### src/rtl/ahbl_txn_monitor_if.sv
// AHB-lite slave-port tap bundle.
//   master : the side that drives the bus (bench / real master+slave pair)
//   slave  : the passive monitor, every signal is an input
interface ahbl_txn_monitor_if #(
  parameter int AW = 32,
  parameter int DW = 32,
  parameter int RW = 1
);
  logic          hsel;
  logic [AW-1:0] haddr;
  logic [1:0]    htrans;
  logic          hwrite;
  logic [2:0]    hsize;
  logic [2:0]    hburst;
  logic [DW-1:0] hwdata;
  logic [DW-1:0] hrdata;
  logic          hready;
  logic [RW-1:0] hresp;

  modport master (output hsel, haddr, htrans, hwrite, hsize, hburst,
                         hwdata, hrdata, hready, hresp);
  modport slave  (input  hsel, haddr, htrans, hwrite, hsize, hburst,
                         hwdata, hrdata, hready, hresp);
endinterface

### src/rtl/ahbl_txn_monitor.sv
// Passive AHB-lite transfer monitor.
// Tracks the address/data-phase pipeline of one slave port and pushes one
// record per completed transfer into a DEPTH-deep first-word-fall-through
// buffer with a registered head. Also counts transfers and dropped records
// and pulses protocol-violation flags.
// Ports:
//   hclk, hreset        clock, synchronous active-high reset
//   tap                 AHB-lite tap (slave modport, inputs only)
//   rec_valid/ready     head-of-buffer handshake; pop on valid & ready
//   rec_addr..rec_resp  head record fields (hold when empty)
//   txn_cnt, drop_cnt   saturating transfer / dropped-record counters
//   overflow            sticky, set on first drop
//   err_align/size/seq  one-cycle protocol error pulses
module ahbl_txn_monitor #(
  parameter int AW    = 32,
  parameter int DW    = 32,
  parameter int RW    = 1,
  parameter int DEPTH = 8,
  parameter int CW    = 16
) (
  input  logic          hclk,
  input  logic          hreset,
  ahbl_txn_monitor_if.slave tap,
  output logic          rec_valid,
  input  logic          rec_ready,
  output logic [AW-1:0] rec_addr,
  output logic [DW-1:0] rec_data,
  output logic          rec_write,
  output logic [2:0]    rec_size,
  output logic [2:0]    rec_burst,
  output logic [RW-1:0] rec_resp,
  output logic [CW-1:0] txn_cnt,
  output logic [CW-1:0] drop_cnt,
  output logic          overflow,
  output logic          err_align,
  output logic          err_size,
  output logic          err_seq
);
  localparam int PW       = $clog2(DEPTH);
  localparam int MAX_SIZE = $clog2(DW / 8);

  typedef struct packed {
    logic [AW-1:0] addr;
    logic          write;
    logic [2:0]    size;
    logic [2:0]    burst;
  } req_t;

  typedef struct packed {
    logic [AW-1:0] addr;
    logic [DW-1:0] data;
    logic          write;
    logic [2:0]    size;
    logic [2:0]    burst;
    logic [RW-1:0] resp;
  } rec_t;

  rec_t          mem [DEPTH];
  rec_t          head, head_n, rec_in;
  req_t          pnd;
  logic          pend, in_burst;
  logic [PW-1:0] wptr, rptr, rptr_n;
  logic [PW:0]   cnt, cnt_n;
  logic          accept, done, full, pop, push, drop;
  logic          misalign, oversize, seq_bad;

  assign accept = tap.hsel & tap.hready & tap.htrans[1];
  assign done   = pend & tap.hready;
  assign full   = (cnt == (PW+1)'(DEPTH));
  assign pop    = rec_valid & rec_ready;
  // a full buffer still takes the push when the head leaves the same cycle
  assign push   = done & (~full | pop);
  assign drop   = done & full & ~pop;

  assign misalign = (tap.haddr & ((AW'(1) << tap.hsize) - AW'(1))) != '0;
  assign oversize = tap.hsize > 3'(MAX_SIZE);
  // htrans[0] set covers both BUSY (01) and SEQ (11)
  assign seq_bad  = tap.hsel & tap.hready & tap.htrans[0] & ~in_burst;

  always_comb begin
    rec_in       = '0;
    rec_in.addr  = pnd.addr;
    rec_in.data  = pnd.write ? tap.hwdata : tap.hrdata;
    rec_in.write = pnd.write;
    rec_in.size  = pnd.size;
    rec_in.burst = pnd.burst;
    rec_in.resp  = tap.hresp;
    rptr_n = rptr + PW'(pop);
    cnt_n  = cnt + (PW+1)'(push) - (PW+1)'(pop);
    // if the buffer is empty once the pop is applied, the new head is the
    // record arriving this cycle (it is not yet visible in mem)
    head_n = (cnt == (PW+1)'(pop)) ? rec_in : mem[rptr_n];
  end

  // storage needs no reset: cnt/ptrs decide what is valid
  always_ff @(posedge hclk) begin
    if (push) mem[wptr] <= rec_in;
  end

  always_ff @(posedge hclk) begin
    if (hreset) begin
      pend      <= 1'b0;
      pnd       <= '0;
      in_burst  <= 1'b0;
      wptr      <= '0;
      rptr      <= '0;
      cnt       <= '0;
      head      <= '0;
      rec_valid <= 1'b0;
      txn_cnt   <= '0;
      drop_cnt  <= '0;
      overflow  <= 1'b0;
      err_align <= 1'b0;
      err_size  <= 1'b0;
      err_seq   <= 1'b0;
    end else begin
      // a fresh accept reloads the pending phase even while one completes
      if (accept) begin
        pend      <= 1'b1;
        pnd.addr  <= tap.haddr;
        pnd.write <= tap.hwrite;
        pnd.size  <= tap.hsize;
        pnd.burst <= tap.hburst;
      end else if (done) begin
        pend <= 1'b0;
      end

      if (tap.hsel & tap.hready) begin
        if (tap.htrans == 2'b10)      in_burst <= (tap.hburst != 3'd0);
        else if (tap.htrans == 2'b00) in_burst <= 1'b0;
      end

      if (push) wptr <= wptr + PW'(1);
      rptr      <= rptr_n;
      cnt       <= cnt_n;
      rec_valid <= (cnt_n != '0);
      if (cnt_n != '0) head <= head_n;

      if (done && txn_cnt != '1)  txn_cnt  <= txn_cnt + CW'(1);
      if (drop && drop_cnt != '1) drop_cnt <= drop_cnt + CW'(1);
      if (drop) overflow <= 1'b1;

      err_align <= accept & misalign;
      err_size  <= accept & oversize;
      err_seq   <= seq_bad;
    end
  end

  assign rec_addr  = head.addr;
  assign rec_data  = head.data;
  assign rec_write = head.write;
  assign rec_size  = head.size;
  assign rec_burst = head.burst;
  assign rec_resp  = head.resp;

endmodule

### src/flat_wrapper.sv
// flat-port wrapper written by rule: the top's interface ports become plain ports
module ahbl_txn_monitor_flat 
#(
  parameter int AW    = 32,
  parameter int DW    = 32,
  parameter int RW    = 1,
  parameter int DEPTH = 8,
  parameter int CW    = 16
)
  (hclk, hreset, rec_valid, rec_ready, rec_addr, rec_data, rec_write, rec_size, rec_burst, rec_resp, txn_cnt, drop_cnt, overflow, err_align, err_size, err_seq, tap_hsel, tap_haddr, tap_htrans, tap_hwrite, tap_hsize, tap_hburst, tap_hwdata, tap_hrdata, tap_hready, tap_hresp);
  ahbl_txn_monitor_if #(.AW(AW), .DW(DW), .RW(RW)) tap_i ();
  input  logic hclk;
  input  logic hreset;
  output logic rec_valid;
  input  logic rec_ready;
  output logic [AW-1:0] rec_addr;
  output logic [DW-1:0] rec_data;
  output logic rec_write;
  output logic [2:0] rec_size;
  output logic [2:0] rec_burst;
  output logic [RW-1:0] rec_resp;
  output logic [CW-1:0] txn_cnt;
  output logic [CW-1:0] drop_cnt;
  output logic overflow;
  output logic err_align;
  output logic err_size;
  output logic err_seq;
  input wire logic [$bits(tap_i.hsel)-1:0] tap_hsel;
  input wire logic [$bits(tap_i.haddr)-1:0] tap_haddr;
  input wire logic [$bits(tap_i.htrans)-1:0] tap_htrans;
  input wire logic [$bits(tap_i.hwrite)-1:0] tap_hwrite;
  input wire logic [$bits(tap_i.hsize)-1:0] tap_hsize;
  input wire logic [$bits(tap_i.hburst)-1:0] tap_hburst;
  input wire logic [$bits(tap_i.hwdata)-1:0] tap_hwdata;
  input wire logic [$bits(tap_i.hrdata)-1:0] tap_hrdata;
  input wire logic [$bits(tap_i.hready)-1:0] tap_hready;
  input wire logic [$bits(tap_i.hresp)-1:0] tap_hresp;
  assign tap_i.hsel = tap_hsel;
  assign tap_i.haddr = tap_haddr;
  assign tap_i.htrans = tap_htrans;
  assign tap_i.hwrite = tap_hwrite;
  assign tap_i.hsize = tap_hsize;
  assign tap_i.hburst = tap_hburst;
  assign tap_i.hwdata = tap_hwdata;
  assign tap_i.hrdata = tap_hrdata;
  assign tap_i.hready = tap_hready;
  assign tap_i.hresp = tap_hresp;
  ahbl_txn_monitor #(.AW(AW), .DW(DW), .RW(RW), .DEPTH(DEPTH), .CW(CW)) u_core (.hclk(hclk), .hreset(hreset), .tap(tap_i), .rec_valid(rec_valid), .rec_ready(rec_ready), .rec_addr(rec_addr), .rec_data(rec_data), .rec_write(rec_write), .rec_size(rec_size), .rec_burst(rec_burst), .rec_resp(rec_resp), .txn_cnt(txn_cnt), .drop_cnt(drop_cnt), .overflow(overflow), .err_align(err_align), .err_size(err_size), .err_seq(err_seq));
endmodule
### config.mk
export PLATFORM = sky130hd
export DESIGN_NAME = ahbl_txn_monitor_flat
export DESIGN_NICKNAME = d
export VERILOG_FILES = /design/src/rtl/ahbl_txn_monitor_if.sv /design/src/rtl/ahbl_txn_monitor.sv /design/src/flat_wrapper.sv
export SDC_FILE = /design/constraint.sdc
export NUM_CORES = 1
export LEC_CHECK = 0
export CAP_MARGIN = 10
export CORE_MARGIN = 1.5
export CORE_UTILIZATION = 62
export CTS_CLUSTER_SIZE = 40
export DETAILED_ROUTE_END_ITERATION = 16
export GPL_ROUTABILITY_DRIVEN = 0
export PLACE_DENSITY_LB_ADDON = 0.08
export SYNTH_ARGS = -nofsm -noshare
export SYNTH_HDL_FRONTEND = slang
export SYNTH_SLANG_ARGS = --single-unit
export TNS_END_PERCENT = 100
### constraint.sdc
create_clock -name hclk -period 15.5 [get_ports hclk]
set_clock_uncertainty 0.15 [all_clocks]
set_input_delay 1.55 -clock hclk [delete_from_list [all_inputs] [get_ports hclk]]
set_output_delay 1.55 -clock hclk [all_outputs]
set_load 0.01 [all_outputs]
### Word-level counts from Yosys, hierarchy flattened

Memories as Yosys holds them, arrays and structs flattened.
Cells that the tools add are included.

| word-level totals | value |
|---|---|
| memories kept | 1 |
| ROM bits | 0 |
| output and inout port bits | 109 |
| latch bits | 0 |
| bits in registers | 160 |
| input bits | 111 |
| bits in writable memories | 576 |
| logic and storage cells | 70 |

| operators by class | value |
|---|---|
| mux-type cells | 8 |
| shifts and indexed selects | 1 |
| divide/modulo/power cells | 0 |
| reductions and logical operators | 9 |
| bitwise logic cells | 16 |
| equality and inequality tests | 5 |
| $lt $le $gt $ge | 1 |
| add/sub/neg operators | 7 |
| multiply operators | 0 |

Memories:

| name | words | width | read ports | clocked after memory_dff | write ports | RTL line | RTL |
|---|---|---|---|---|---|---|---|
| u_core.mem | 8 | 72 | 1 | 0 | 1 | ahbl_txn_monitor.sv:58 | `rec_t mem [DEPTH];` |

Operator list:

| operator | number |
|---|---|
| $mux W72 | 1 |
| $add A16 B1 Y16 const B | 2 |
| $and A32 B32 Y32 | 1 |
| $mux W32 | 1 |
| $ne A16 B16 Y1 const B | 2 |
| $reduce_bool A32 Y1 | 1 |
| $shl A1 B3 Y32 const A | 1 |
| $sub A32 B1 Y32 const B | 1 |
| $and A1 B1 Y1 | 11 |
| $mux W1 | 6 |
| $add A4 B1 Y4 | 1 |
| $eq A4 B1 Y1 | 1 |
| $eq A4 B4 Y1 const B | 1 |
| $reduce_bool A2 Y1 | 2 |
| $reduce_bool A4 Y1 | 1 |
| $sub A4 B1 Y4 | 1 |
| $add A3 B1 Y3 | 1 |
| $add A3 B1 Y3 const B | 1 |
| $gt A3 B2 Y1 const B | 1 |
| $not A1 Y1 | 3 |
| $reduce_bool A3 Y1 | 1 |
| $eq A2 B2 Y1 const B | 1 |
| $logic_and A1 B1 Y1 | 2 |
| $logic_not A2 Y1 | 1 |
| 2 further kinds | 2 |

### Logic depth before layout (Yosys ltp)

| logic depth | value |
|---|---|
| word-level depth | 7 |
| mapped depth | 14 |
| mapped depth without buffers | 12 |

### Worst setup path after synthesis

Ideal clock, no wire load.

| timing path | value |
|---|---|
| kind | input to register |
| start | in tap_hready |
| end | mem u_core.mem[2][0] (netlist name) (enable) |
| stages on the path | 5 |
| setup time | 0.606 ns |
| buffers on the path | 1 |
| data arrival time | 7.768 ns |
| path slack | 6.976 ns |
| cell sequence | clkbuf_1 nand2_1 a31oi_1 nand2b_1 nor3b_1 |

| on the way | value |
|---|---|
| word-level cells in the longest chain between the ends | 4 |

Ends and longest elaborated chain:

| item | RTL line | RTL |
|---|---|---|
| start: declaration | flat_wrapper.sv:36 | `input wire logic [$bits(tap_i.hready)-1:0] tap_hready;` |
| $and A1 B1 Y1 | ahbl_txn_monitor.sv:68 | `assign done = pend & tap.hready;` |
| $and A1 B1 Y1 | ahbl_txn_monitor.sv:72 | `assign push = done & (~full \| pop);` |
| via u_core.push | ahbl_txn_monitor.sv:64 | `logic accept, done, full, pop, push, drop;` |
| $mux W1 | ahbl_txn_monitor.sv:97 | `if (push) mem[wptr] <= rec_in;` |
| $mux W1 (implied by the code) | ahbl_txn_monitor.sv:97 |  |
| end: declaration | ahbl_txn_monitor.sv:58 |  |

The timed path passes the listed nets, and every way through them passes these cells.

### Final worst setup path

| timing path | value |
|---|---|
| start | in tap_hready |
| end | reg u_core.head (netlist bit u_core.rec_addr[13]) |

| on the way | value |
|---|---|
| word-level cells in the longest chain between the ends | 5 |

Ends and longest elaborated chain:

| item | RTL line | RTL |
|---|---|---|
| $and A1 B1 Y1 | ahbl_txn_monitor.sv:68 |  |
| $and A1 B1 Y1 | ahbl_txn_monitor.sv:72 |  |
| via u_core.push | ahbl_txn_monitor.sv:64 |  |
| $add A4 B1 Y4 | ahbl_txn_monitor.sv:89 | `cnt_n = cnt + (PW+1)'(push) - (PW+1)'(pop);` |
| $sub A4 B1 Y4 | ahbl_txn_monitor.sv:89 |  |
| $reduce_bool A4 Y1 | ahbl_txn_monitor.sv:137 | `if (cnt_n != '0) head <= head_n;` |
| end signal: assignment | ahbl_txn_monitor.sv:137 |  |
| end: declaration | ahbl_txn_monitor.sv:59 | `rec_t head, head_n, rec_in;` |

The timed path passes the listed nets, and every way through them passes these cells.
A chain may end at the register's enable or synchronous reset.

==> insert_results.sql <==
INSERT INTO impl_metrics (metric_group, metric, value, unit) VALUES
('outcome', 'outcome', 'completed', ''),
('synth', 'synth_seq_cells', '736', ''),
('sta', 'timing_max_transition_violations_final', '0', ''),
('grt', 'grt_util_all_layers', '27.0', '%'),
('floorplan', 'ios', '220', ''),
('clock_network', 'clock_sink_count', '736', ''),
('grt', 'globalRouteMet3Util', '5.00', '%'),
('synth', 'per_instance_average_area_after_synthesis', '17.1', 'um2'),
('grt', 'largest_net_degree_at_the_start_of_global_routing', '103', ''),
('setup_path', 'crit_path_frequent_cell', 'buf_4', ''),
('sta', 'rsz_0062_raised_after_global_routing', 'false', ''),
('synth', 'synth-xor-area-share', '0.992', '%'),
('grt', 'grt_pass1_wl', '95000', 'um'),
('sta', 'fmax', '0.165', 'GHz'),
('placed_design', 'worst_setup_slack_post_dpl', '8.90', 'ns'),
('synth', 'post_synth_instance_area', '28300', 'um2'),
('sta', 'layout_min_cycle_time', '6.06', 'ns'),
('grt', 'grt-busiest-layer', 'met2', ''),
('cells_and_area', 'antenna_cells', '0', ''),
('clock_network', 'clk_pin_slew', '0.06', 'ns'),
('clock_network', 'ctsLongestPathBuffers', '3', ''),
('synth', 'synth_edf_count', '576', ''),
('setup_path', 'crit_chain', 'clkdlybuf4s50_1 -> nand2_1 -> a31oi_1 -> ha_1 -> inv_1 -> fa_1 -> nand3b_1 -> a2111oi_0 -> or2_1 -> buf_4 -> and2b_4 -> buf_4 -> a21o_1', ''),
('clock_network', 'clock-root-buffer', 'clkbuf_16', ''),
('setup_path', 'setup.worst_path.class', 'in2reg', ''),
('detailed_routing', 'vias', '15900', ''),
('pwr', 'clkPwrFrac', '32.4', '%'),
('setup_path', 'critPathArrivalTime', '6.44', 'ns'),
('sta', 'fin_hold_ws', '0.277', 'ns'),
('floorplan', 'die_w', '216', 'um'),
('detailed_routing', 'detail_route.drc_violations', '0', ''),
('synth', 'synth-adder-area-share', '0.647', '%'),
('clock_network', 'cts-htree-levels', '3', ''),
('grt', 'grt.overflow.total', '0', ''),
('synth', 'synthesis.nets', '1780', ''),
('sta', 'finalCritPeriodShare', '39.1', '%'),
('floorplan', 'floorplan.die_area', '46900', 'um2'),
('synth', 'synth-main-ff-cell', 'edfxtp_1', ''),
('synth', 'synth-compound-area-share', '5.03', '%'),
('grt', 'via_count_of_the_first_global_routing_pass', '16600', ''),
('synth', 'yosysWarningCount', '0', ''),
('detailed_routing', 'routed_wirelength', '61800', 'um'),
('floorplan', 'start_util', '62.5', '%'),
('detailed_routing', 'vias_per_cell', '6.27', ''),
('detailed_routing', 'dr.first_iter.drc_count', '1525', ''),
('sta', 'worst_slew_pin_slew', '1.16', 'ns'),
('sta', 'slew_headroom', '22.2', '%'),
('clock_network', 'cts_repair_resize_count', '0', ''),
('run', 'cap_viol_max_count', '0', ''),
('pwr', 'p_sw_share', '27.9', '%'),
('setup_path', 'worst_setup_sp_type', 'input pin', ''),
('grt', 'grt_util_met2', '44.3', '%'),
('detailed_routing', 'drtAntennaViolNets', '0', ''),
('setup_path', 'worst-path-max-fanout', '49', ''),
('setup_path', 'cp_num_buf_inv', '4', ''),
('setup_path', 'slowest_cell_on_the_critical_path', 'buf_4', ''),
('sta', 'totalNegativeSetupSlack', '0', 'ns'),
('sta', 'hold_viol_final', '0', ''),
('cells_and_area', 'nets', '1998', ''),
('clock_network', 'cts-hold-fix-buffers', '0', ''),
('placed_design', 'number_of_input_and_output_port_buffers_inserted', '219', ''),
('pwr', 'seqPwrFrac', '42.4', '%'),
('synth', 'dominant_combinational_cell_family_by_area_after_synthesis', 'multiplexers', ''),
('pwr', 'power.density', '161', 'nW/um2'),
('synth', 'ys_seq_area_share', '72.6', '%'),
('synth', 'synth_top_cells_by_area', 'edfxtp_1 (61%), mux4_2 (11%), dfxtp_1 (11%)', ''),
('setup_path', 'cp_data_required_time', '15.88', 'ns'),
('setup_path', 'end_kind', 'flip-flop', ''),
('synth', 'postSynthCellCount', '1655', ''),
('floorplan', 'die_h', '216', 'um'),
('pwr', 'p_int', '3870', 'uW');
-- cells in the final DEF, fill, tap and decap left out, drive strengths merged, types with 12 or more instances in the layout --
| cell | count |
|---|---|
| xnor2 | 29 |
| clkdlybuf4s50 | 218 |
| nor2 | 119 |
| nor3 | 56 |
| nand4 | 12 |
| buf | 27 |
| o2bb2ai | 32 |
| clkinv | 19 |
| ha | 13 |
| a21oi | 53 |
| mux2 | 32 |
| nand2 | 97 |
| or3 | 36 |
| inv | 17 |
| dfxtp | 160 |
| a21o | 42 |
| edfxtp | 576 |
| o22ai | 72 |
| clkbuf | 98 |
| mux4 | 144 |
-- cell families (layout without fill, tap and decap cells) --
group                      Yosys count  count (layout)
adders and majority gates           14              14
xor gates and xnor gates            32              32
AOI/OAI and AO/OA                  213             213
DFF                                736             736
muxes                              179             179
buffers and inverters              113             388
and+or+nand+nor                    368             368
-- power groups by stage --
| stage | clock network [uW] | registers (uW) | logic [uW] |
|---|---|---|---|
| floorplan | 0 | 2330 | 910 |
| global placement | 0 | 2320 | 1330 |
| detailed placement | 0 | 2320 | 1350 |
| CTS | 1760 | 2280 | 1360 |
| global route | 1840 | 2290 | 1460 |
| finish | 1740 | 2280 | 1350 |
-- area by class of cell --
| class | instances | area [um2] | share of cell area (%) |
|---|---|---|---|
| multi-input combinational | 806 | 7330 | 21.9 |
| clock inverter | 32 | 332 | 0.993 |
| sequential | 736 | 20500 | 61.4 |
| tap | 600 | 751 | 2.25 |
| timing repair buffer | 245 | 2400 | 7.18 |
| inverter | 13 | 48.8 | 0.146 |
| clock buffer | 98 | 2040 | 6.12 |
-- worst paths after layout --
kind                                       from  slack, ns                   to  depth (start not counted)
worst min-delay path            u_core.in_burst       0.28       u_core.err_seq                          1
worst max-delay path                 tap_hready       9.44  u_core.rec_addr[13]                         13
worst max register to register    u_core.cnt[2]      10.66  u_core.rec_addr[13]                         13
worst min register to register  u_core.in_burst       0.28       u_core.err_seq                          1
-- layer usage --
layer / wire (um) / vias to the layer above
met5: 0 / -
met4: 1410 / 0
met3: 5420 / 103
met2: 30200 / 715
met1: 24800 / 8074
li1: - / 6960
-- synthesized netlist by cell type, drive strengths merged, types with 7 or more instances --
| master | number |
|---|---|
| nor3b | 7 |
| buf | 38 |
| or3 | 36 |
| mux2 | 32 |
| o2bb2ai | 32 |
| dfxtp | 160 |
| nor2 | 119 |
| nand4 | 12 |
| a21o | 42 |
| inv | 13 |
| a21oi | 53 |
| mux4 | 144 |
| clkbuf | 62 |
| edfxtp | 576 |
| nor3 | 56 |
| ha | 13 |
| nand3 | 10 |
| xnor2 | 29 |
| nand2 | 97 |
| nor4 | 7 |
| o22ai | 72 |
-- sequential cells by signal, indices dropped and copies added (netlist names) --
signal            flops
u_core.cnt            4
u_core.pend           1
u_core.rec_resp       1
u_core.mem          576
u_core.overflow       1
u_core.err_align      1
u_core.txn_cnt       16
u_core.drop_cnt      16
u_core.pnd           39
u_core.rec_data      32
u_core.rptr           3
u_core.err_size       1
u_core.rec_addr      32
u_core.rec_valid      1
u_core.wptr           3
u_core.rec_write      1
u_core.rec_size       3
u_core.err_seq        1
u_core.rec_burst      3
u_core.in_burst       1
-- per-stage QoR --
stage | utilization [%] | cells
after global placement | 68.7 | 2400
final | 73.9 | 2530
after detailed placement | 68.7 | 2400
after floorplan | - | 1655
after CTS | 73.9 | 2530
after global routing | 73.9 | 2530
(Power assumes the default switching activity.)
